## src/rtl/alu_ctrl_pkg.sv

```systemverilog
// Shared encodings for the pipelined ALU control decoder: alu_op classes,
// R-type funct codes, alu_sel values and the pipeline state type.
package alu_ctrl_pkg;

    localparam logic [3:0] OP_ADDI  = 4'b0001;
    localparam logic [3:0] OP_LWSW  = 4'b0010;
    localparam logic [3:0] OP_RTYPE = 4'b1001;
    localparam logic [3:0] OP_BEQ   = 4'b1011;
    localparam logic [3:0] OP_JUMP  = 4'b1111;

    localparam logic [5:0] FN_SLL  = 6'b000000;
    localparam logic [5:0] FN_SRL  = 6'b000010;
    localparam logic [5:0] FN_MULT = 6'b011000;
    localparam logic [5:0] FN_DIV  = 6'b011010;
    localparam logic [5:0] FN_ADD  = 6'b100000;
    localparam logic [5:0] FN_SUB  = 6'b100010;
    localparam logic [5:0] FN_AND  = 6'b100100;
    localparam logic [5:0] FN_OR   = 6'b100101;
    localparam logic [5:0] FN_XOR  = 6'b100110;
    localparam logic [5:0] FN_NOR  = 6'b100111;
    localparam logic [5:0] FN_SLT  = 6'b101010;

    localparam logic [3:0] SEL_NONE = 4'b0000;
    localparam logic [3:0] SEL_ADD  = 4'b0001;
    localparam logic [3:0] SEL_SUB  = 4'b0011;
    localparam logic [3:0] SEL_AND  = 4'b0100;
    localparam logic [3:0] SEL_SLL  = 4'b0101;
    localparam logic [3:0] SEL_XOR  = 4'b0110;
    localparam logic [3:0] SEL_NOR  = 4'b0111;
    localparam logic [3:0] SEL_OR   = 4'b1000;
    localparam logic [3:0] SEL_SRL  = 4'b1010;
    localparam logic [3:0] SEL_BEQ  = 4'b1011;
    localparam logic [3:0] SEL_SLT  = 4'b1100;
    localparam logic [3:0] SEL_MUL  = 4'b1101;
    localparam logic [3:0] SEL_DIV  = 4'b1110;
    localparam logic [3:0] SEL_JUMP = 4'b1111;

    typedef enum logic [1:0] {
        ST_IDLE = 2'd0,
        ST_BUSY = 2'd1,
        ST_HOLD = 2'd2
    } state_e;

    // Only mult and div occupy the multi-cycle unit.
    function automatic logic is_multi_funct(input logic [5:0] f);
        return (f == FN_MULT) || (f == FN_DIV);
    endfunction

endpackage

```

## src/rtl/alu_ctrl_decode.sv

```systemverilog
// Combinational alu_op/funct decoder producing the ALU select code plus
// illegal / multi-cycle / divide qualifiers.
module alu_ctrl_decode
    import alu_ctrl_pkg::*;
#(
    parameter int ALUOP_W = 4,
    parameter int FUNCT_W = 6,
    parameter int SEL_W   = 4
) (
    input  logic [ALUOP_W-1:0] alu_op,
    input  logic [FUNCT_W-1:0] funct,
    output logic [SEL_W-1:0]   sel,
    output logic               illegal,
    output logic               is_multi,
    output logic               is_div
);

    logic [3:0] sel4_s;

    // Class decode first; R-type falls through to the funct table.
    always_comb begin
        sel4_s   = SEL_NONE;
        illegal  = 1'b0;
        is_multi = 1'b0;
        is_div   = 1'b0;
        if ((alu_op == ALUOP_W'(OP_LWSW)) || (alu_op == ALUOP_W'(OP_ADDI))) begin
            sel4_s = SEL_ADD;
        end else if (alu_op == ALUOP_W'(OP_BEQ)) begin
            sel4_s = SEL_BEQ;
        end else if (alu_op == ALUOP_W'(OP_JUMP)) begin
            sel4_s = SEL_JUMP;
        end else if (alu_op == ALUOP_W'(OP_RTYPE)) begin
            case (funct)
                FUNCT_W'(FN_ADD):  sel4_s = SEL_ADD;
                FUNCT_W'(FN_SUB):  sel4_s = SEL_SUB;
                FUNCT_W'(FN_AND):  sel4_s = SEL_AND;
                FUNCT_W'(FN_OR):   sel4_s = SEL_OR;
                FUNCT_W'(FN_SLT):  sel4_s = SEL_SLT;
                FUNCT_W'(FN_XOR):  sel4_s = SEL_XOR;
                FUNCT_W'(FN_NOR):  sel4_s = SEL_NOR;
                FUNCT_W'(FN_SLL):  sel4_s = SEL_SLL;
                FUNCT_W'(FN_SRL):  sel4_s = SEL_SRL;
                FUNCT_W'(FN_MULT): begin
                    sel4_s   = SEL_MUL;
                    is_multi = is_multi_funct(FN_MULT);
                end
                FUNCT_W'(FN_DIV): begin
                    sel4_s   = SEL_DIV;
                    is_multi = is_multi_funct(FN_DIV);
                    is_div   = 1'b1;
                end
                default: begin
                    sel4_s  = SEL_NONE;
                    illegal = 1'b1;
                end
            endcase
        end else begin
            illegal = 1'b1;
        end
    end

    assign sel = SEL_W'(sel4_s);

endmodule

```

## src/rtl/alu_ctrl_pipe.sv

```systemverilog
// Pipelined ALU control: one registered output stage with valid/ready,
// multi-cycle mult/div sequencing. Optional counters: ALU_CTRL_STATS_EN.
module alu_ctrl_pipe
    import alu_ctrl_pkg::*;
#(
    parameter int ALUOP_W    = 4,
    parameter int FUNCT_W    = 6,
    parameter int SEL_W      = 4,
    parameter int MUL_CYCLES = 4,
    parameter int DIV_CYCLES = 8,
    parameter int CNT_W      = 16
) (
    input  logic               clk,
    input  logic               rst,
    input  logic               in_valid,
    output logic               in_ready,
    input  logic [ALUOP_W-1:0] alu_op,
    input  logic [FUNCT_W-1:0] funct,
    output logic               out_valid,
    input  logic               out_ready,
    output logic [SEL_W-1:0]   alu_sel,
    output logic               illegal,
    output logic               busy,
    output logic               multi_done,
    output logic [CNT_W-1:0]   op_count,
    output logic [CNT_W-1:0]   illegal_count
);

    localparam int N_MAX = (MUL_CYCLES > DIV_CYCLES) ? MUL_CYCLES : DIV_CYCLES;
    localparam int CW    = $clog2(N_MAX + 1);

    state_e           state_r;
    logic [CW-1:0]    cnt_r;
    logic [SEL_W-1:0] pend_sel_r;
    logic [SEL_W-1:0] alu_sel_r;
    logic             illegal_r;
    logic             out_valid_r;
    logic             busy_r;
    logic             multi_done_r;

    logic [SEL_W-1:0] dec_sel_s;
    logic             dec_illegal_s;
    logic             dec_multi_s;
    logic             dec_div_s;
    logic             in_ready_s;
    logic             accept_s;

    alu_ctrl_decode #(
        .ALUOP_W (ALUOP_W),
        .FUNCT_W (FUNCT_W),
        .SEL_W   (SEL_W)
    ) u_decode (
        .alu_op   (alu_op),
        .funct    (funct),
        .sel      (dec_sel_s),
        .illegal  (dec_illegal_s),
        .is_multi (dec_multi_s),
        .is_div   (dec_div_s)
    );

    // Ready must follow out_ready combinationally in HOLD for 1/cycle throughput.
    always_comb begin
        in_ready_s = 1'b0;
        if (rst) begin
            in_ready_s = 1'b0;
        end else if (state_r == ST_IDLE) begin
            in_ready_s = 1'b1;
        end else if (state_r == ST_HOLD) begin
            in_ready_s = out_ready;
        end else begin
            in_ready_s = 1'b0;
        end
    end

    assign accept_s = in_valid && in_ready_s;

    // Pipeline FSM with its output register and multi-cycle countdown.
    always_ff @(posedge clk) begin
        if (rst) begin
            state_r      <= ST_IDLE;
            cnt_r        <= {CW{1'b0}};
            pend_sel_r   <= {SEL_W{1'b0}};
            alu_sel_r    <= {SEL_W{1'b0}};
            illegal_r    <= 1'b0;
            out_valid_r  <= 1'b0;
            busy_r       <= 1'b0;
            multi_done_r <= 1'b0;
        end else begin
            multi_done_r <= 1'b0;
            case (state_r)
                ST_IDLE, ST_HOLD: begin
                    if (accept_s && dec_multi_s) begin
                        // alu_sel keeps its old value until the result is ready.
                        state_r     <= ST_BUSY;
                        out_valid_r <= 1'b0;
                        busy_r      <= 1'b1;
                        pend_sel_r  <= dec_sel_s;
                        cnt_r       <= dec_div_s ? CW'(DIV_CYCLES - 1) : CW'(MUL_CYCLES - 1);
                    end else if (accept_s) begin
                        state_r     <= ST_HOLD;
                        out_valid_r <= 1'b1;
                        alu_sel_r   <= dec_sel_s;
                        illegal_r   <= dec_illegal_s;
                    end else if ((state_r == ST_HOLD) && out_ready) begin
                        state_r     <= ST_IDLE;
                        out_valid_r <= 1'b0;
                    end
                end
                ST_BUSY: begin
                    if (cnt_r == CW'(1)) begin
                        state_r      <= ST_HOLD;
                        out_valid_r  <= 1'b1;
                        busy_r       <= 1'b0;
                        alu_sel_r    <= pend_sel_r;
                        illegal_r    <= 1'b0;
                        multi_done_r <= 1'b1;
                    end else begin
                        cnt_r <= cnt_r - CW'(1);
                    end
                end
                default: begin
                    state_r     <= ST_IDLE;
                    out_valid_r <= 1'b0;
                    busy_r      <= 1'b0;
                end
            endcase
        end
    end

    assign in_ready   = in_ready_s;
    assign out_valid  = out_valid_r;
    assign alu_sel    = alu_sel_r;
    assign illegal    = illegal_r;
    assign busy       = busy_r;
    assign multi_done = multi_done_r;

`ifdef ALU_CTRL_STATS_EN
    logic [CNT_W-1:0] op_cnt_r;
    logic [CNT_W-1:0] ill_cnt_r;

    // Saturating accept / illegal-accept counters.
    always_ff @(posedge clk) begin
        if (rst) begin
            op_cnt_r  <= {CNT_W{1'b0}};
            ill_cnt_r <= {CNT_W{1'b0}};
        end else if (accept_s) begin
            if (op_cnt_r != {CNT_W{1'b1}}) begin
                op_cnt_r <= op_cnt_r + CNT_W'(1);
            end
            if (dec_illegal_s && (ill_cnt_r != {CNT_W{1'b1}})) begin
                ill_cnt_r <= ill_cnt_r + CNT_W'(1);
            end
        end
    end

    assign op_count      = op_cnt_r;
    assign illegal_count = ill_cnt_r;
`else
    assign op_count      = {CNT_W{1'b0}};
    assign illegal_count = {CNT_W{1'b0}};
`endif

endmodule

```

## config.mk

```make
export PLATFORM = sky130hd
export DESIGN_NAME = alu_ctrl_pipe
export DESIGN_NICKNAME = d
export VERILOG_FILES = /design/src/rtl/alu_ctrl_pkg.sv /design/src/rtl/alu_ctrl_decode.sv /design/src/rtl/alu_ctrl_pipe.sv
export SDC_FILE = /design/constraint.sdc
export NUM_CORES = 1
export LEC_CHECK = 0
export ABC_AREA = 1
export CAP_MARGIN = 15
export CORE_MARGIN = 2
export CORE_UTILIZATION = 43
export CTS_CLUSTER_SIZE = 8
export DETAILED_ROUTE_END_ITERATION = 8
export HOLD_SLACK_MARGIN = 0.06
export PLACE_DENSITY = 0.81
export SLEW_MARGIN = 10
export SYNTH_ARGS = -nofsm -noshare
export SYNTH_HDL_FRONTEND = slang
export SYNTH_SLANG_ARGS = --single-unit
export TNS_END_PERCENT = 50
```

## constraint.sdc

```tcl
create_clock -name clk -period 1.6 [get_ports clk]
set_input_delay 0.16 -clock clk [delete_from_list [all_inputs] [get_ports clk]]
set_output_delay 0.16 -clock clk [all_outputs]
set_load 0.01 [all_outputs]
```

# [After elaboration in Yosys (flattened, before gate mapping)]
# Cells that the tools add are included.
[op_classes] shifts=0 n_lt_le_gt_ge=0 n_eq_ne=24 n_div=0 n_bitwise=1 n_reduce_logical=16 add_sub_neg=1 muxes=48 multipliers=0
[op_table] op="one-hot mux 4 bit (11 select lines)" count=1
[op_table] op="== test 6 bit (second input constant)" count=7
[op_table] op="two-way mux 4 bit" count=9
[op_table] op="two-way mux 1 bit" count=27
[op_table] op="one-hot mux 4 bit (2 select lines)" count=2
[op_table] op="== test 4 bit (second input constant)" count=3
[op_table] op="== test 6 x 5 -> 1 bit (second input constant)" count=2
[op_table] op="OR reduction 11 bit" count=1
[op_table] op="!= test 2 bit (second input constant)" count=5
[op_table] op="== test 4 x 1 -> 1 bit (second input constant)" count=2
[op_table] op="two-way mux 2 bit" count=4
[op_table] op="== test 6 x 2 -> 1 bit (second input constant)" count=1
[op_table] op="zero test 6 bit" count=1
[op_table] op="one-hot mux 1 bit (2 select lines)" count=3
[op_table] op="AND reduction 2 bit" count=3
[op_table] op="OR reduction 2 bit" count=3
[op_table] op="== test 4 x 2 -> 1 bit (second input constant)" count=1
[op_table] op="!= test 4 bit (second input constant)" count=1
[op_table] op="one-hot mux 2 bit (2 select lines)" count=1
[op_table] op="AND reduction 4 bit" count=1
[op_table] op="subtractor 4 x 1 -> 4 bit (second input constant)" count=1
[op_table] op="logical AND 1 bit" count=3
[op_table] op="two-way mux 3 bit" count=1
[op_table] op="AND reduction 3 bit" count=1
[op_table] op="other kinds (6)" count=6
[word_totals] romBits=0 output_inout_bits=41 wordCells=98 latchBits=0 memories=0 inputBits=14 ramBits=0 ff_bits=18

# [Longest topological paths before layout]
[depth] depth_word=10 depth_mapped=11 depth_no_buf=11

# [By module]
# From an unflattened synthesis, not the netlist that was laid out.
[hier_totals] cells_unflattened=225 hier_area_um2=1426.4
[by_module_without_submodules] module="alu_ctrl_pipe" area_per_inst_um2=1104.8 instances=1 cells_each=154 seq_area_each_um2=340.3
[by_module_without_submodules] module="alu_ctrl_decode" area_per_inst_um2=321.6 instances=1 cells_each=71 seq_area_each_um2=0.0

# [Least setup slack after synthesis]
# No wires, ideal clock.
[synth_path] path_type="register to register" startpoint="register cnt_r[0]" endpoint="register busy_r (netlist: busy)" path_buffers=0 t_arrival_ps=1208 setup_slack_ps=271 period_less_slack_ps=1329 setup_time_ps=122 t_required_ps=1478 path_stages_with_launch=7 path_cell_list="dfxtp_1 ha_1 nand2_1 o21ai_0 inv_1 o21ai_0 a21oi_1"
[synth_via] elab_chain_len=3
[synth_rtl] item="start: declaration" line="alu_ctrl_pipe.sv:33" text="logic [CW-1:0] cnt_r;"
[synth_rtl] item="start signal: assignment" line="alu_ctrl_pipe.sv:81" text="cnt_r <= {CW{1'b0}};"
[synth_rtl] item="start signal: assignment" line="alu_ctrl_pipe.sv:98" text="cnt_r <= dec_div_s ? CW'(DIV_CYCLES - 1) : CW'(MUL_CYCLES - 1);"
[synth_rtl] item="start signal: assignment" line="alu_ctrl_pipe.sv:118" text="cnt_r <= cnt_r - CW'(1);"
[synth_rtl] item="== test 4 x 1 -> 1 bit" line="alu_ctrl_pipe.sv:110" text="if (cnt_r == CW'(1)) begin"
[synth_rtl] item="!= test 2 bit (no source line)"
[synth_rtl] item="AND reduction 2 bit (no source line)"
[synth_rtl] item="end signal: assignment" line="alu_ctrl_pipe.sv:96" text="busy_r <= 1'b1;"
[synth_rtl] item="end signal: assignment" line="alu_ctrl_pipe.sv:113" text="busy_r <= 1'b0;"
[synth_rtl] item="end signal: assignment" line="alu_ctrl_pipe.sv:124" text="busy_r <= 1'b0;"
[synth_rtl] item="end: declaration" line="alu_ctrl_pipe.sv:38" text="logic busy_r;"
# Every way passes these cells.
# A chain may end at the register's enable or synchronous reset.

# [Final worst setup path]
[layout_path] startpoint="input funct[3]" endpoint="register alu_sel_r[3] (netlist: alu_sel[3])"
[layout_via] elab_chain_len=10 elab_cells_between_ends=28 cone_classes="11 x eq/ne; 13 x mux; 4 x reduce/logical"
[layout_rtl] item="start: declaration" line="alu_ctrl_pipe.sv:18" text="input logic [FUNCT_W-1:0] funct,"
[layout_rtl] item="parallel branches: the longest is 10 deep, another holds one-hot mux 4 bit (11 select lines)"
[layout_rtl] item="end signal: assignment" line="alu_ctrl_pipe.sv:83" text="alu_sel_r <= {SEL_W{1'b0}};"
[layout_rtl] item="end signal: assignment" line="alu_ctrl_pipe.sv:102" text="alu_sel_r <= dec_sel_s;"
[layout_rtl] item="end signal: assignment" line="alu_ctrl_pipe.sv:114" text="alu_sel_r <= pend_sel_r;"
[layout_rtl] item="end: declaration" line="alu_ctrl_pipe.sv:35" text="logic [SEL_W-1:0] alu_sel_r;"
# Parallel ways; which one is timed is not known. The select of a mux whose other input is x is not followed.

==> qor.txt <==
Most common library cells after synthesis - 39 x nand2_1, 32 x buf_4, 27 x inv_1
CP startpoint kind - primary input
Pwr Density - 531.6 nW/µm²
H-tree depth - 1
DIE AREA - 3501 µm²
Met3 wire len - 111 µm
Synth Flop Type - dfxtp_1
Asr flop ratio synth - 0%
Mapped Area - 1309 µm²
GRT overflow - 0
Final ANT Viol Nets - 0
Die width - 59.17 µm
Placed instance area - 1645 µm²
Post-synthesis sequential area ratio - 26.00%
# Max-Cap Violations - 0
Arr. time, crit path - 1.63 ns
Mean Syn Cell Area - 6.447 µm²
Pin count of the biggest net entering global routing - 12
GPL Wtd Cong - 0.8608
WL final - 2749 µm
I/O pins - 55
Crit path time final - 1.441 ns
Unrepaired setup endpoints after global routing - no
Fin crit share - 90.03%
Outcome - completed
Synth unique cells - 24
Wire length per cell - 9.512 µm
CP endpoint kind - flip-flop
Fin util - 56.97%
Router iterations before antenna repair - 4
Final HPWL DP - 2224 µm
Placed insts - 283
Initial Util - 43.95%
Wire length on met1 - 1259 µm
CTS Buffer Depth - 2
CTS sink count - 17
Antenna diodes - 0
Ratio of cells with drive above 1 in the final layout - 17.97%
TritonCTS clock tree - done
Yosys reg bits - 17
Syn. warnings - 0
Pre-CTS setup slack - -0.1656 ns
Drt drc - 0
FP Rows - 20
Final Hold Fails - 0
CP Data Required Time - 1.79 ns
Vias in the first global route - 1209
Area contributors post-synth - dfxtp_1 26%, buf_4 18%, nand2_1 11%
Yosys top cell area share - 26.00%
Final Instance Area - 1697 µm²
Post-Synthesis Cells - 203
CTS buffer count - 3
Clk_lat worst skew - 0.30 ns
Root Buffer - clkbuf_4
WHS Path Cells - 2
Most area-hungry cell type in the Yosys netlist - dfxtp_1
Hold buffers post-CTS - 0
Post-synth EDFFs - 0
Layout Cells excl Fill - 289
R2r worst-path depth - 10
Worst Skew - 0.008776 ns
Final setup fails - 0
Worst-path clk slew - 0.10 ns
Max VDD drop - 0.0004220 V
Mean number of vias per cell - 4.512
Met2 wire len - 1361 µm
Top-count cell post-synth - nand2_1
Core region area - 2978 µm²
Post-layout net count - 273
Final Max Slew Viols - 0
Setup CP Type - primary input to flip-flop
First-pass GRT wire length - 4857 µm
CP max FO - 8
I/O Buffers - 22
Final worst slack - 0.1595 ns
Starting DRT DRC Count - 38
Top sig layer - met4
Total leakage power - 0.9258 nW
DR vias - 1304
Fmax - 694.2 MHz
Die Span Y - 59.17 µm
GRT Util Overall - 17.45%
Area Overhead vs Synth - 29.64%
Antenna violations before repair - 0
HP Class - flip-flop to flip-flop
-- per-stage QoR --
step / hold WS, ns / setup TNS (ns) / power (W)
finish: 0.4659 / 0 / 0.0009019
detailed placement: 0.4524 / -1.226 / 0.0006709
CTS: 0.4676 / 0 / 0.0009037
floorplan: 0.2291 / 0 / 0.0006148
global route: 0.4830 / 0 / 0.0009505
global placement: 0.4538 / -0.5957 / 0.0006672
-- cell type report --
cell class              count  area [µm²]
well taps                  33       41.29
flip-flops and latches     17       340.3
multi-input cells         154       735.7
repair buffers             51       440.4
inverters                  30       112.6
clock buffers               4       26.28
fillers                   269        1281
-- worst max-delay path, stage by stage --
cell             delay [ns]
clkdlybuf4s50_1        0.50
inv_1                  0.07
nor2_2                 0.14
nand3_1                0.14
nand2_2                0.12
nand3_4                0.10
nand2_4                0.14
inv_2                  0.06
o21ai_0                0.13
a21oi_1                0.06
-- power by group --
| group | switching [W] | internal, W |
|---|---|---|
| sequential | 0.00000558 | 0.000433 |
| clock | 0.000137 | 0.0000971 |
| combinational | 0.000123 | 0.000106 |
-- kinds of logic after synthesis --
family	count (synthesis)	share of synthesized area (%)
AO/OA/AOI/OAI	31	12.72
buffers and inverters	63	27.25
XOR/XNOR	1	0.6693
adder cells (fa/ha/maj)	2	1.912
flip-flops	17	26.00
AND/OR/NAND/NOR	88	31.17
other	1	0.2865
-- placed cells by master, fill, tap and decap left out --
master / n
nand2_1: 39
conb_1: 32
buf_4: 29
inv_1: 27
nor2_1: 23
clkdlybuf4s50_1: 21
dfxtp_1: 17
a21oi_1: 14
nand3_1: 10
o21ai_0: 10
nand2_2: 4
nor2_2: 3
inv_2: 3
o21a_1: 3
nand4_1: 3
clkbuf_4: 3
o21ai_1: 2
ha_1: 2
nand3_2: 1
nor3b_4: 1
nand3_4: 1
a31oi_1: 1
nand2_4: 1
nor3_1: 1
xnor2_1: 1
nand3b_1: 1
o211ai_1: 1
clkbuf_1: 1
dlymetal6s2s_1: 1
-- layer usage --
layer / up-vias / global-route usage, %
met5: - / 0
met4: 0 / 4.221
met3: 2 / 3.275
met2: 43 / 31.11
met1: 580 / 21.55
li1: 679 / -
-- repair_timing --
| item | CTS | global route |
|---|---|---|
| setup endpoints to repair | 0 | 10 |
| setup buffers | 0 | 2 |
| gates resized for setup | 0 | 5 |
-- registers in the layout (all words and copies together), names as in the netlist --
| name | flops |
|---|---|
| state_r | 2 |
| multi_done | 1 |
| alu_sel | 4 |
| illegal | 1 |
| busy | 1 |
| pend_sel_r | 4 |
| cnt_r | 4 |
-- final timing paths --
kind	from	to	slack, ns
worst max-delay path	funct[3]	alu_sel[3]	0.16
worst min-delay path	illegal	illegal	0.47
worst max register to register	cnt_r[1]	alu_sel[3]	0.20
worst min register to register	illegal	illegal	0.47
Power figures use the tool's default switching activity.
